## config.mk

```make
export PLATFORM = sky130hd
export DESIGN_NAME = sll32_seq
export DESIGN_NICKNAME = d
export VERILOG_FILES = /design/src/rtl/sll32_seq.sv
export SDC_FILE = /design/constraint.sdc
export NUM_CORES = 1
export LEC_CHECK = 0
export BUFFER_PORTS_ARGS = -buffer_cell sky130_fd_sc_hd__buf_2
export CORE_ASPECT_RATIO = 1.1
export CORE_MARGIN = 2
export CORE_UTILIZATION = 50
export CTS_CLUSTER_DIAMETER = 200
export DETAILED_ROUTE_END_ITERATION = 12
export PLACE_DENSITY_LB_ADDON = 0.2
export SLEW_MARGIN = 40
export SYNTH_ARGS = -nofsm -noshare
export SYNTH_HDL_FRONTEND = slang
export SYNTH_SLANG_ARGS = --single-unit
```

## constraint.sdc

```tcl
create_clock -name clk -period 2.6 [get_ports clk]
set_input_delay 0.52 -clock clk [delete_from_list [all_inputs] [get_ports clk]]
set_output_delay 0.52 -clock clk [all_outputs]
set_load 0.05 [all_outputs]
```

## src/rtl/sll32_seq.sv

```systemverilog
// ---------------------------------------------------------------------------
// sll32_seq : multi-cycle logical left shifter (sll / sllv)
//
// Shifts A left by a 5-bit amount. The amount comes from B[10:6] (sll,
// instruction shamt field) or B[4:0] (sllv, register operand). The shift runs
// at up to STEP bits per cycle, so the control FSM can stall on busy/done.
//
// Ports
//   clk      in   1      clock, rising edge
//   rst      in   1      synchronous reset, active-high, overrides start
//   start    in   1      request, taken only while not busy
//   var_sel  in   1      0: shamt=B[10:6]  1: shamt=B[4:0]
//   A        in   WIDTH  value to shift (sampled on accepted start)
//   B        in   WIDTH  shamt source (sampled on accepted start)
//   res      out  WIDTH  result register
//   busy     out  1      high while shifting
//   done     out  1      one-cycle pulse, res valid
//
// STEP must be 1, 2, 4 or 8. WIDTH must be at least 11 so B[10:6] exists.
// ---------------------------------------------------------------------------
module sll32_seq #(
  parameter int WIDTH = 32,
  parameter int STEP  = 1
) (
  input  logic             clk,
  input  logic             rst,
  input  logic             start,
  input  logic             var_sel,
  input  logic [WIDTH-1:0] A,
  input  logic [WIDTH-1:0] B,
  output logic [WIDTH-1:0] res,
  output logic             busy,
  output logic             done
);

  typedef enum logic [1:0] {IDLE, SHIFT, DONE} state_t;

  localparam logic [4:0] STEP5 = 5'(STEP);

  state_t           r_state;
  logic [4:0]       r_rem;
  logic [WIDTH-1:0] r_res;

  logic [4:0]       w_shamt;
  logic [4:0]       w_amt;
  logic [4:0]       w_rem_nxt;
  logic             w_unused;

  assign w_shamt   = var_sel ? B[4:0] : B[10:6];
  // Last iteration may need fewer than STEP bits.
  assign w_amt     = (r_rem < STEP5) ? r_rem : STEP5;
  assign w_rem_nxt = r_rem - w_amt;
  // Bits of B outside both shamt fields carry no meaning here.
  assign w_unused  = ^{B[WIDTH-1:11], B[5]};

  always_ff @(posedge clk) begin
    if (rst) begin
      r_state <= IDLE;
      r_res   <= '0;
      r_rem   <= '0;
    end else begin
      case (r_state)
        SHIFT: begin
          r_res <= r_res << w_amt;
          r_rem <= w_rem_nxt;
          if (w_rem_nxt == 5'd0) r_state <= DONE;
        end
        default: begin
          // IDLE and DONE both accept a new request; DONE lasts one cycle.
          if (start) begin
            r_res   <= A;
            r_rem   <= w_shamt;
            r_state <= (w_shamt != 5'd0) ? SHIFT : DONE;
          end else begin
            r_state <= IDLE;
          end
        end
      endcase
    end
  end

  // Pure decodes of the state register: no path from start to busy/done.
  assign busy = (r_state == SHIFT);
  assign done = (r_state == DONE);
  assign res  = r_res;

endmodule

```

=== Yosys cells after proc, flatten, opt, wreduce, memory -nomap -nowiden ===
Index checks and enable logic that the tools add are counted.
Widths: inputs -> output; s select.

* Flip-flop bits (word level): 39
* Input bits: 68
* Word-level logic and storage cells: 22

* Add/subtract/negate cells: 1
* Order comparisons: 1
* Equal/unequal tests: 3
* Shifts and indexed selects: 1
* Muxes and demuxes: 10
* Reduce and logical (&&, ||, !) cells: 3

{| class="wikitable"
|+ Operator list
! kind !! count
|-
| $mux 32 || 2
|-
| $shl 32x5->32 || 1
|-
| $mux 5 || 4
|-
| $mux 2 || 4
|-
| $logic_not 5->1 || 1
|-
| $lt 5x1->1 const B || 1
|-
| $reduce_bool 5->1 || 1
|-
| $sub 5x5->5 || 1
|-
| $eq 2x1->1 const B || 1
|-
| $eq 2x2->1 const B || 1
|-
| $ne 2x1->1 const B || 1
|-
| $reduce_bool 2->1 || 1
|}

=== Longest topological paths before layout ===
* Depth after elaboration: 6
* Depth in mapped cells: 9
* Gate-level depth less buffers: 6

=== Worst setup path after synthesis ===
Ideal clock, no wire load.

* Path kind: register to register
* Start point: register r_rem[1]
* End point: register r_rem[4]
* Setup time: 0.145 ns
* Arrival time: 1.753 ns
* Setup slack: 0.702 ns
* Cell stages (with the launch flop): 10
* Path buffers: 3
* Period minus slack after synthesis: 1.898 ns
* Cell sequence: dfxtp_1 > buf_6 > or4_1 > buf_2 > buf_6 > nand2_1 > ha_1 > nor4_1 > mux2i_1 > o221ai_1

* Longest elaborated chain between the ends: 4

{| class="wikitable"
|+ RTL lines
! element !! line !! source
|-
| start, declared || 41 || <nowiki>logic [4:0] r_rem;</nowiki>
|-
| start signal, assigned || 65 || <nowiki>r_rem <= w_rem_nxt;</nowiki>
|-
| start signal, assigned || 72 || <nowiki>r_rem <= w_shamt;</nowiki>
|-
| $lt 5x1->1 || 51 || <nowiki>assign w_amt = (r_rem < STEP5) ? r_rem : STEP5;</nowiki>
|-
| $mux 5 || 51 ||
|-
| $sub 5x5->5 (*) || 52 || <nowiki>assign w_rem_nxt = r_rem - w_amt;</nowiki>
|-
| $mux 5 (*) || 62 || <nowiki>case (r_state)</nowiki>
|}

Every way passes the cells marked *; elsewhere a longest branch is shown, timed or not.
A chain may end at the register's enable or synchronous reset.

=== Worst setup path after layout ===
* Start point: register r_state[1]
* End point: output port busy

* Longest elaborated chain between the ends: 1

{| class="wikitable"
|+ RTL lines
! element !! line !! source
|-
| start, declared || 40 || <nowiki>state_t r_state;</nowiki>
|-
| start signal, assigned || 73 || <nowiki>r_state <= (w_shamt != 5'd0) ? SHIFT : DONE;</nowiki>
|-
| $eq 2x1->1 || 83 || <nowiki>assign busy = (r_state == SHIFT);</nowiki>
|-
| end, declared || 32 || <nowiki>output logic busy,</nowiki>
|}

No other way between the ends.

==> impl_metrics.xml <==
<?xml version="1.0" encoding="UTF-8"?>
<metrics>
  <group name="worst_setup_path">
    <metric name="timing.reg2reg.worst_path_depth" unit="">4</metric>
    <metric name="timing.critical_path.required" unit="ns">2.08</metric>
    <metric name="critical_path.n_buffers_inverters" unit="">2</metric>
    <metric name="crit_arrival" unit="ns">1.55</metric>
    <metric name="setup.worst_path.end_class" unit="">output port</metric>
    <metric name="critical_path.max_stage_delay" unit="ns">0.41</metric>
    <metric name="cp-start-kind" unit="">register</metric>
    <metric name="reg2reg_capture_point" unit="">res[30]$_SDFFE_PP0P_</metric>
    <metric name="setup.worst_path.class" unit="">register to output port</metric>
    <metric name="cpMaxStageDelayCell" unit="">dfxtp_1</metric>
    <metric name="worst-r2r-setup-slack" unit="ns">0.60</metric>
    <metric name="critical_path.cell_chain" unit="">nand2b_4 -&gt; clkinv_2 -&gt; buf_2</metric>
    <metric name="regToRegStartpoint" unit="">r_rem[0]$_SDFFE_PP0P_</metric>
    <metric name="critical_path_depth" unit="">3</metric>
    <metric name="timing.critical_path.fanout_max" unit="">27</metric>
    <metric name="cpLargestDelayFamily" unit="">buffers and inverters</metric>
  </group>
  <group name="min_path">
    <metric name="source_of_the_worst_hold_timing_path" unit="">res[31]$_SDFFE_PP0P_</metric>
    <metric name="worst_hold_path_type" unit="">register to register</metric>
    <metric name="min_delay_path_depth" unit="">2</metric>
    <metric name="min_delay_worst_endpoint" unit="">res[31]$_SDFFE_PP0P_</metric>
  </group>
  <group name="detailed_routing">
    <metric name="wirelength_per_cell" unit="um">15.5</metric>
    <metric name="final_wl" unit="mm">6.53</metric>
    <metric name="met1Wirelength" unit="mm">2.96</metric>
    <metric name="detailroute.wirelength.met3" unit="um">343</metric>
    <metric name="postRouteAntennaNets" unit="">0</metric>
    <metric name="met2_wirelength" unit="mm">3.16</metric>
    <metric name="drtIter0Drc" unit="">89</metric>
    <metric name="drtPass1Iterations" unit="">4</metric>
    <metric name="via_count" unit="">2505</metric>
    <metric name="route.top_layer_used" unit="">met4</metric>
    <metric name="route.detailed.drc" unit="">0</metric>
    <metric name="via_per_inst" unit="">5.94</metric>
  </group>
  <group name="sta">
    <metric name="worst_slack" unit="ns">0.533</metric>
    <metric name="fin_skew" unit="ns">0.00426</metric>
    <metric name="setup_viol" unit="">0</metric>
    <metric name="timing_hold_violations_final" unit="">0</metric>
    <metric name="tightest_slew" unit="ns">0.557</metric>
    <metric name="timing.fmax" unit="GHz">0.484</metric>
    <metric name="slew_violations" unit="">0</metric>
    <metric name="grt_setup_unrepaired" unit="">no</metric>
    <metric name="final_min_period_over_clock_period" unit="">0.795</metric>
    <metric name="slew-limit-headroom" unit="">0.629</metric>
    <metric name="final.setup.tns" unit="ns">0</metric>
    <metric name="timing.final.crit_period" unit="ns">2.07</metric>
  </group>
  <group name="global_routing">
    <metric name="grt_antenna_before_repair" unit="">0</metric>
    <metric name="wire_length_of_the_first_global_routing_pass" unit="mm">10.7</metric>
    <metric name="grt_pass1_vias" unit="">2253</metric>
    <metric name="track_usage" unit="">0.223</metric>
    <metric name="gr-total-overflow" unit="">0</metric>
    <metric name="grt_start_max_net_pins" unit="">42</metric>
  </group>
  <group name="floorplan">
    <metric name="placeableCoreArea" unit="mm^2">0.00536</metric>
    <metric name="fp.dieArea" unit="mm^2">0.00615</metric>
    <metric name="core.rowCount" unit="">28</metric>
    <metric name="fp.dieH" unit="um">82.0</metric>
    <metric name="die-width" unit="um">74.9</metric>
    <metric name="effective_utilization_at_floorplan" unit="">0.516</metric>
    <metric name="ioPinCount" unit="">102</metric>
  </group>
  <group name="layout">
    <metric name="layout_commonest_cell" unit="">buf_2</metric>
    <metric name="nNetsFinal" unit="">415</metric>
    <metric name="share_of_final_layout_standard_cells_stronger_than_drive_strength_1" unit="">0.447</metric>
    <metric name="area_delta_synth_final" unit="%">17.0</metric>
    <metric name="diodes" unit="">0</metric>
    <metric name="final_cell_mix" unit="">buf_2 (79), dfxtp_1 (38), nor2_1 (31)</metric>
  </group>
  <group name="placed_design">
    <metric name="dp_worst_setup_slack" unit="ns">0.589</metric>
    <metric name="port_buffers" unit="">79</metric>
    <metric name="finalWeightedCongestion" unit="">0.767</metric>
    <metric name="place.detailed.hpwl" unit="mm">4.41</metric>
  </group>
  <group name="synthesis">
    <metric name="synth-warning-count" unit="">0</metric>
    <metric name="ys_types" unit="">47</metric>
    <metric name="ys_ff_latch" unit="">39</metric>
    <metric name="yosysTopAreaCellShare" unit="">0.282</metric>
    <metric name="synth.yosys.seq_area_share" unit="">0.282</metric>
    <metric name="number_of_enable_type_register_cells_in_the_synthesized_netlist" unit="">0</metric>
    <metric name="synthTopCellsByArea" unit="">dfxtp_1 (28%), a2111oi_2 (11%), nor4_2 (9.5%)</metric>
    <metric name="postSynthAreaPerCell" unit="um^2">9.68</metric>
    <metric name="synthesis.nets" unit="">355</metric>
    <metric name="postSynthCellCount" unit="">286</metric>
    <metric name="async_reset_ff_frac" unit="">0</metric>
    <metric name="dominantRegCellSynth" unit="">dfxtp_1</metric>
    <metric name="synthesis.area" unit="mm^2">0.00277</metric>
    <metric name="netlist.top_cell.by_area" unit="">dfxtp_1</metric>
  </group>
  <group name="power">
    <metric name="static-leakage-power" unit="nW">1.20</metric>
    <metric name="vdd_ir_drop_max" unit="uV">738</metric>
    <metric name="pwr_density_cell" unit="mW/mm^2">1520</metric>
  </group>
  <group name="clock_tree">
    <metric name="numClockSinks" unit="">39</metric>
    <metric name="cts_hold_buf" unit="">0</metric>
    <metric name="cts_max_level" unit="">2</metric>
    <metric name="worstSkewPairLatency" unit="ns">0.29</metric>
    <metric name="cts-resized-gates" unit="">0</metric>
    <metric name="cts_tree" unit="">yes</metric>
    <metric name="clockBufferDepth" unit="">2</metric>
    <metric name="cts_made_buffers" unit="">5</metric>
    <metric name="cts.reportedPaths.clkPinSlew" unit="ns">0.08</metric>
    <metric name="cts_setup_buffers" unit="">0</metric>
    <metric name="clk_root_buffer_cell" unit="">clkbuf_8</metric>
  </group>
  <group name="outcome">
    <metric name="status" unit="">complete, no violations</metric>
  </group>
  <group name="flow_run">
    <metric name="cap_violations" unit="">0</metric>
  </group>
</metrics>
[synth_stat cells, types with 2 or more instances]
cell type / number
nor4_1: 2
a211oi_1: 30
a2111oi_1: 8
a21oi_1: 3
nor2_1: 31
nor3b_1: 2
o211ai_1: 3
and4_1: 2
o21ai_0: 3
a2111oi_2: 20
buf_6: 7
nand3_1: 3
nor4_4: 7
a2111oi_0: 2
nand2_1: 4
inv_1: 7
mux2_2: 4
or2_2: 2
buf_4: 2
dfxtp_1: 39
nor2b_1: 30
a31oi_1: 3
mux2i_1: 3
buf_2: 15
nor4_2: 21
nand2b_1: 2
clkbuf_1: 9
nor3_1: 3
[registers in the layout, summed over array words and instances (netlist names)]
register	flops
res	32
r_state	2
r_rem	5
[layout make-up]
cell class | instances | area [um^2]
multi-input cells | 205 | 1760
clock inverters | 2 | 35.0
flip-flops and latches | 39 | 782
clock buffers | 6 | 82.6
inverters | 8 | 31.3
well taps | 75 | 93.8
fillers | 488 | 2120
repair buffers | 87 | 455
[metal layers]
layer  global-route usage  vias to the layer above
met3               0.0466                        6
met1                0.297                     1193
li1                     -                     1237
met5                    0                        -
met2                0.361                       69
met4               0.0607                        0
[worst register-to-register path, cell delays in order, from the launching register on]
cell and delay, ns:
dfxtp_2 0.58, buf_4 0.44, nor3b_1 0.17, a22o_1 0.26, a2111oi_0 0.43
[report_power, final]
group | switching, mW | total [mW] | internal, mW
logic | 2.19 | 3.16 | 0.967
clock network | 0.218 | 0.529 | 0.311
registers | 0.365 | 1.24 | 0.874
total | 2.77 | 4.93 | 2.15
[worst max path at each step]
| stage | startpoint | slack, ns | end |
|---|---|---|---|
| after floorplan | r_rem[1]$_SDFFE_PP0P_ | 0.70 | r_rem[4]$_SDFFE_PP0P_ |
| after global placement | r_rem[0]$_SDFFE_PP0P_ | 0.68 | res[31]$_SDFFE_PP0P_ |
| after detailed placement | r_rem[0]$_SDFFE_PP0P_ | 0.59 | res[30]$_SDFFE_PP0P_ |
| after CTS | r_state[1]$_SDFFE_PP0P_ | 0.51 | busy |
| after global routing | r_state[1]$_SDFFE_PP0P_ | 0.40 | busy |
| final | r_state[1]$_SDFFE_PP0P_ | 0.53 | busy |
[stage by stage]
stage,cell area [um^2],instances,hold WS (ns),util,power (mW)
6_report,3240,422,0.491,0.604,4.93
5_1_grt,3240,422,0.521,0.604,5.28
4_1_cts,3240,422,0.489,0.604,4.97
3_5_place_dp,3120,414,0.477,0.582,4.42
3_3_place_gp,3120,414,0.469,0.582,4.38
2_1_floorplan,2770,286,0.558,-,3.96
[cell families after synthesis]
group	Yosys count	synth area share
muxes	7	0.0271
and+or+nand+nor	115	0.318
buffers and inverters	42	0.0859
AOI/OAI and AO/OA	82	0.282
DFF	39	0.282
adders and majority gates	1	0.00452
No activity file was read; power rests on OpenSTA's default activity.
